<file path="src/rtl/led_pulse_stretch.sv">
// Event-to-LED blink stretcher: fixed on time, fixed dark gap, queued replays.
// Optional rising-edge qualification of i_evt via `define LED_STRETCH_EDGE_EN.
module led_pulse_stretch #(
   parameter int unsigned ON_CYCLES      = 5_000_000,
   parameter int unsigned OFF_CYCLES     = 5_000_000,
   parameter int unsigned MAX_PENDING    = 7,
   parameter bit          LED_ACTIVE_LOW = 1'b0
) (
   input  logic                               i_clk,
   input  logic                               i_rst,
   input  logic                               i_evt,
   output logic                               o_led,
   output logic                               o_busy,
   output logic [$clog2(MAX_PENDING+1)-1:0]   o_pending,
   output logic                               o_overflow
);

   localparam int unsigned TMAX = (ON_CYCLES > OFF_CYCLES) ? ON_CYCLES : OFF_CYCLES;
   localparam int unsigned TW   = (TMAX > 1) ? $clog2(TMAX) : 1;
   localparam int unsigned PW   = $clog2(MAX_PENDING + 1);

   localparam logic [TW-1:0] ON_LOAD  = TW'(ON_CYCLES - 1);
   localparam logic [TW-1:0] OFF_LOAD = TW'(OFF_CYCLES - 1);
   localparam logic [PW-1:0] PEND_MAX = PW'(MAX_PENDING);

   typedef enum logic [1:0] {
      S_IDLE,
      S_ON,
      S_GAP
   } state_e;

   state_e        state_q, state_d;
   logic [TW-1:0] timer_q, timer_d;
   logic [PW-1:0] pend_q, pend_d;
   logic          ovf_q, ovf_d;
   logic          led_q;
   logic          fire;
   logic          inc, dec;

`ifdef LED_STRETCH_EDGE_EN
   logic evt_q;

   // Reset high so a level held through reset is not seen as an edge.
   always_ff @(posedge i_clk) begin
      if (i_rst) evt_q <= 1'b1;
      else       evt_q <= i_evt;
   end

   assign fire = i_evt & ~evt_q;
`else
   assign fire = i_evt;
`endif

   always_comb begin
      state_d = state_q;
      timer_d = timer_q;
      pend_d  = pend_q;
      ovf_d   = ovf_q;
      inc     = 1'b0;
      dec     = 1'b0;
      case (state_q)
         S_IDLE: begin
            if (fire) begin
               state_d = S_ON;
               timer_d = ON_LOAD;
            end
         end
         S_ON: begin
            inc = fire;
            if (timer_q == '0) begin
               state_d = S_GAP;
               timer_d = OFF_LOAD;
            end else begin
               timer_d = timer_q - TW'(1);
            end
         end
         S_GAP: begin
            inc = fire;
            if (timer_q == '0) begin
               if (pend_q != '0) begin
                  state_d = S_ON;
                  timer_d = ON_LOAD;
                  dec     = 1'b1;
               end else if (fire) begin
                  // Event starts the next blink directly instead of being queued.
                  state_d = S_ON;
                  timer_d = ON_LOAD;
                  inc     = 1'b0;
               end else begin
                  state_d = S_IDLE;
               end
            end else begin
               timer_d = timer_q - TW'(1);
            end
         end
         default: state_d = S_IDLE;
      endcase

      if (inc && !dec) begin
         if (pend_q == PEND_MAX) ovf_d = 1'b1;
         else                    pend_d = pend_q + PW'(1);
      end else if (dec && !inc) begin
         pend_d = pend_q - PW'(1);
      end
   end

   always_ff @(posedge i_clk) begin
      if (i_rst) begin
         state_q <= S_IDLE;
         timer_q <= '0;
         pend_q  <= '0;
         ovf_q   <= 1'b0;
         led_q   <= 1'b0;
      end else begin
         state_q <= state_d;
         timer_q <= timer_d;
         pend_q  <= pend_d;
         ovf_q   <= ovf_d;
         led_q   <= (state_d == S_ON);
      end
   end

   assign o_led      = led_q ^ LED_ACTIVE_LOW;
   assign o_busy     = (state_q != S_IDLE);
   assign o_pending  = pend_q;
   assign o_overflow = ovf_q;

endmodule
</file>
<file path="config.mk">
export PLATFORM = sky130hd
export DESIGN_NAME = led_pulse_stretch
export DESIGN_NICKNAME = d
export VERILOG_FILES = /design/src/rtl/led_pulse_stretch.sv
export SDC_FILE = /design/constraint.sdc
export NUM_CORES = 1
export LEC_CHECK = 0
export CORE_MARGIN = 4
export CORE_UTILIZATION = 41
export DETAILED_ROUTE_END_ITERATION = 7
export GPL_ROUTABILITY_DRIVEN = 0
export HOLD_SLACK_MARGIN = 0.06
export PLACE_DENSITY_LB_ADDON = 0.15
export SLEW_MARGIN = 20
export SYNTH_ARGS = -nofsm -noshare
export SYNTH_HDL_FRONTEND = slang
export SYNTH_SLANG_ARGS = --single-unit
</file>
<file path="constraint.sdc">
create_clock -name i_clk -period 2.6 [get_ports i_clk]
set_input_delay 0.52 -clock i_clk [delete_from_list [all_inputs] [get_ports i_clk]]
set_output_delay 0.52 -clock i_clk [all_outputs]
set_load 0.03 [all_outputs]
</file>
; After elaboration in Yosys (flattened, before gate mapping)
; Index checks and enable logic that the tools add are counted.
[op_classes]
addsub = 3
eq_ne = 5
n_mux = 20
n_reduce_logical = 12
[ops]
columns = cell, count
row1 = $mux W23, 4
row2 = $pmux W23 S3, 1
row3 = $logic_not A23 Y1, 1
row4 = $sub A23 B1 Y23 const B, 1
row5 = $mux W3, 3
row6 = $mux W1, 7
row7 = $mux W2, 3
row8 = $pmux W2 S3, 1
row9 = $reduce_bool A3 Y1, 2
row10 = $eq A2 B1 Y1 const B, 2
row11 = $reduce_and A2 Y1, 2
row12 = $reduce_bool A2 Y1, 2
row13 = $add A3 B1 Y3 const B, 1
row14 = $eq A3 B3 Y1 const B, 1
row15 = $sub A3 B1 Y3 const B, 1
row16 = $eq A2 B2 Y1 const B, 1
row17 = $logic_and A1 B1 Y1, 2
row18 = $logic_not A1 Y1, 2
row19 = $logic_not A2 Y1, 1
row20 = $ne A2 B2 Y1 const B, 1
row21 = $pmux W1 S2, 1
[totals]
register_bits = 30
output_inout_bits = 6

; Depth between registers and ports, before layout
[logic_depth]
depth_word = 8
ltp_mapped = 12
ltp_nobuf = 12

; Worst setup path after synthesis
; OpenSTA, ideal clock, no wires.
[synth_timing]
path_type = register to register
from = register state_q[0]
to = register pend_q[2] (netlist: o_pending[2])
setup_time_ps = 123
t_arrival_ps = 2279
setup_slack_ps = 198
path_stages_with_launch = 11
n_path_buf = 1
path_cell_list = dfxtp_1 > inv_1 > ha_1 > clkbuf_1 > o211ai_1 > a21oi_1 > inv_1 > fa_1 > a211oi_1 > a31oi_1 > mux2_1
[synth_via]
elab_chain_len = 6
[synth_lines]
columns = element, line_no
row1 = "start, declared", 32  ; state_e state_q, state_d;
row2 = "start signal, assigned", 115  ; state_q <= state_d;
row3 = $eq A2 B2 Y1 / $eq A2 B1 Y1 (equally long branches), 61  ; case (state_q)
row4 = $pmux W1 S2 / $mux W1 (equally long branches), 61
row5 = $logic_not A1 Y1 (on tied branches), "102, 99"
row6 = $logic_and A1 B1 Y1 (on tied branches), "102, 99"
row7 = $reduce_bool A2 Y1 (no source line) / $ne A2 B2 Y1 (equally long branches), -
row8 = $reduce_and A2 Y1 (no source line), -
row9 = "end signal, assigned", 117  ; pend_q <= pend_d;
row10 = "end, declared", 34  ; logic [PW-1:0] pend_q, pend_d;
; Several ways; a longest one is shown, not always the timed one.
; A chain may end at the register's enable or synchronous reset.

; Worst setup path after layout
[layout_timing]
from = register timer_q[0]
to = register pend_q[2] (netlist: o_pending[2])
[layout_via]
elab_chain_len = 7
[layout_lines]
columns = element, line_no
row1 = "start, declared", 33  ; logic [TW-1:0] timer_q, timer_d;
row2 = "start signal, assigned", 116  ; timer_q <= timer_d;
row3 = $logic_not A23 Y1 (*), 79  ; if (timer_q == '0) begin
row4 = $mux W1, 79
row5 = $pmux W1 S2 / $mux W1 (equally long branches), 61
row6 = $logic_not A1 Y1 (on tied branches), "102, 99"
row7 = $logic_and A1 B1 Y1 (on tied branches), "102, 99"
row8 = $reduce_bool A2 Y1 (no source line) / $ne A2 B2 Y1 (equally long branches), -
row9 = $reduce_and A2 Y1 (no source line), -
; Mark *: on every way between the ends. The rest lies on a longest branch, timed or not.

==> reports/results.ini <==
[cells_and_area]
drive_gt1_share_pct=14.8
area_delta_synth_final_pct=15.0
design_area_sq_mm=0.00236
antenna_cells=0
instances_no_fill=344
fin_nets=286

[yosys]
synth_fp_nets=270
synth-seq-cells=30
ys_warn_count=0
async_reset_ff_share_pct=0
synth_edf_count=0
netlist_area_sq_mm=0.00205
synth-seq-area-share_pct=29.3
synthTopCellsByCount=nor2_1, dfxtp_1, a21oi_1
synth_ff_type=dfxtp_1
yosysTopAreaCell=dfxtp_1
synth_most_common_cell=nor2_1
synth_area_per_cell_sq_um=7.88
synthCells=260
synth_top_area_share_pct=29.3
synth.distinct_cells=57
synth.area.top_cells=dfxtp_1, nor2_1, a21oi_1, o21ai_0, ha_1

[floorplanning]
dieHeight_um=78.7
rows=25
io_pins=9
start_util_pct=42.8
core_sq_mm=0.00479
die_area_sq_mm=0.00619
die_w_um=78.7

[cts]
cts_root_buf=clkbuf_8
cts_tree=built
path_clk_slew_ns=0.07
clk_latency_ns=0.28
cts_hold_buf=0
post_cts_resize_count=0
htree_levels=2
cts_sinks=30
cts_setup_buffers=0
clockBufferDepth=2
numCtsBuffers=5

[placed_design]
port_buffers=8
placed_cells=336
preCtsSetupSlack_ns=0.0827
dpl_cell_area_sq_mm=0.00226
dp_hpwl_mm=4.04

[sta]
max_freq_mhz=421
finalCriticalPeriod_ns=2.37
skew_ns=0.00518
tightest_slew_ns=0.552
rsz0062_at_grt=false
hold_violations=0
setup_tns_ns=0
worst_slack_ns=0.227
finalSetupViolCount=0
slew_viol_final=0
slew_headroom_pct=63.1
fin_crit_sh_pct=91.3

[route]
wl_per_cell_um=15.7
dr.pass1.iters=4
routed_wirelength_mm=5.39
vias=1954
drc=0
first_iter_violations=190
via_per_inst=5.68
ant_nets=0

[grt]
grt_max_degree=14
grt_use_total_pct=18.8
grt_pass1_vias=1837
grt_pass1_wl_mm=9.14
overflow=0
antenna_found_initial=0

[pwr]
vdd_drop_max_v=0.000300
pwr_density_cell_mw_per_mm2=552
power_mw=1.30
p_leak_nw=0.909

[worst_setup_path]
crit_buf_inv=2
worstPathCellList=inv_1, ha_1, nor3b_2, nand4_2, nor2_2, a21oi_2, inv_1, fa_1, a211oi_1, a31oi_1, mux2_1
path_max_fanout=5
crit_arrival_ns=2.55
max_stage_delay_ns=0.38
worst_ep_required_time_ns=2.78
crit_path_end_kind=flip-flop
worst-setup-path-type=reg -> reg
critPathTopFamily=adder cells
start_kind=flip-flop
cp_slowest_cell=fa_1
cp_common_cell=inv_1

[job]
maxCapViolations=0

[outcome]
outcome=completed

[hold_path]
holdCritPathClass=reg -> reg

-- layout make-up --
class,count,area (sq um)
Sequential cell,30,601
Multi-Input combinational cell,207,1360
Fill cell,476,2430
Tap cell,67,83.8
Clock buffer,7,86.3
Clock inverter,1,5.00
Inverter,10,37.5
Timing Repair Buffer,22,185
-- report_power, final --
group | internal (mW) | switching, mW
logic | 0.154 | 0.222
registers | 0.490 | 0.0406
clock network | 0.213 | 0.181
total | 0.857 | 0.444
-- state kept, by name, indices dropped and copies added (netlist names) --
| register | count |
|---|---|
| timer_q | 23 |
| o_overflow | 1 |
| o_pending | 3 |
| o_led | 1 |
| state_q | 2 |
-- cell usage in the layout (no fill, tap or decap), types with 4 or more instances in the layout --
cell type / n
o21ai_0: 16
nor2_1: 33
buf_4: 14
dfxtp_1: 30
nor3_2: 5
nor4_1: 5
ha_1: 5
nor2b_1: 5
o21ai_1: 8
or3_1: 5
inv_1: 10
a31oi_1: 5
nor3_1: 11
clkdlybuf4s50_1: 8
xnor2_1: 5
o211ai_1: 4
a21oi_1: 23
clkbuf_8: 6
nand2_1: 11
-- final timing paths --
check                     startpoint                         to  slack (ns)  depth (start not counted)
min          o_overflow$_SDFFE_PP0P_    o_overflow$_SDFFE_PP0P_        0.47                          2
min reg2reg  o_overflow$_SDFFE_PP0P_    o_overflow$_SDFFE_PP0P_        0.47                          2
max          timer_q[0]$_SDFFE_PP0P_  o_pending[2]$_SDFFE_PP0P_        0.23                         11
max reg2reg  timer_q[0]$_SDFFE_PP0P_  o_pending[2]$_SDFFE_PP0P_        0.23                         11
-- worst reg2reg max path, stage by stage, from the launching register on --
cell	delay [ns]
dfxtp_1	0.37
inv_1	0.08
ha_1	0.24
nor3b_2	0.19
nand4_2	0.12
nor2_2	0.06
a21oi_2	0.16
inv_1	0.07
fa_1	0.38
a211oi_1	0.18
a31oi_1	0.12
mux2_1	0.31
-- per-layer routing --
| layer | part of all wire (%) | global-route usage [%] | vias up |
|---|---|---|---|
| met3 | 6.7 | 3.85 | 8 |
| met4 | 1.9 | 6.29 | 0 |
| met5 | 0 | 0 | - |
| met1 | 48 | 26.1 | 899 |
| met2 | 44 | 28.8 | 42 |
| li1 | - | - | 1005 |
-- through the flow --
stage | hold slack [ns] | util (%)
3_5_place_dp | 0.468 | 47.2
6_report | 0.470 | 49.2
2_1_floorplan | 0.465 | -
5_1_grt | 0.529 | 49.2
4_1_cts | 0.483 | 49.1
3_3_place_gp | 0.456 | 47.2
-- kinds of logic (layout without fill, tap and decap cells) --
logic type / after synthesis / count (layout) / share of synthesized area (%)
multiplexers: 4 / 4 / 2.08
flip-flops: 30 / 30 / 29.3
buffers and inverters: 23 / 40 / 4.76
AND/OR/NAND/NOR: 103 / 103 / 29.2
XOR/XNOR: 6 / 6 / 2.56
AO/OA/AOI/OAI: 87 / 87 / 27.5
adder cells (fa/ha/maj): 7 / 7 / 4.64
No activity file was read; power rests on OpenSTA's default activity.
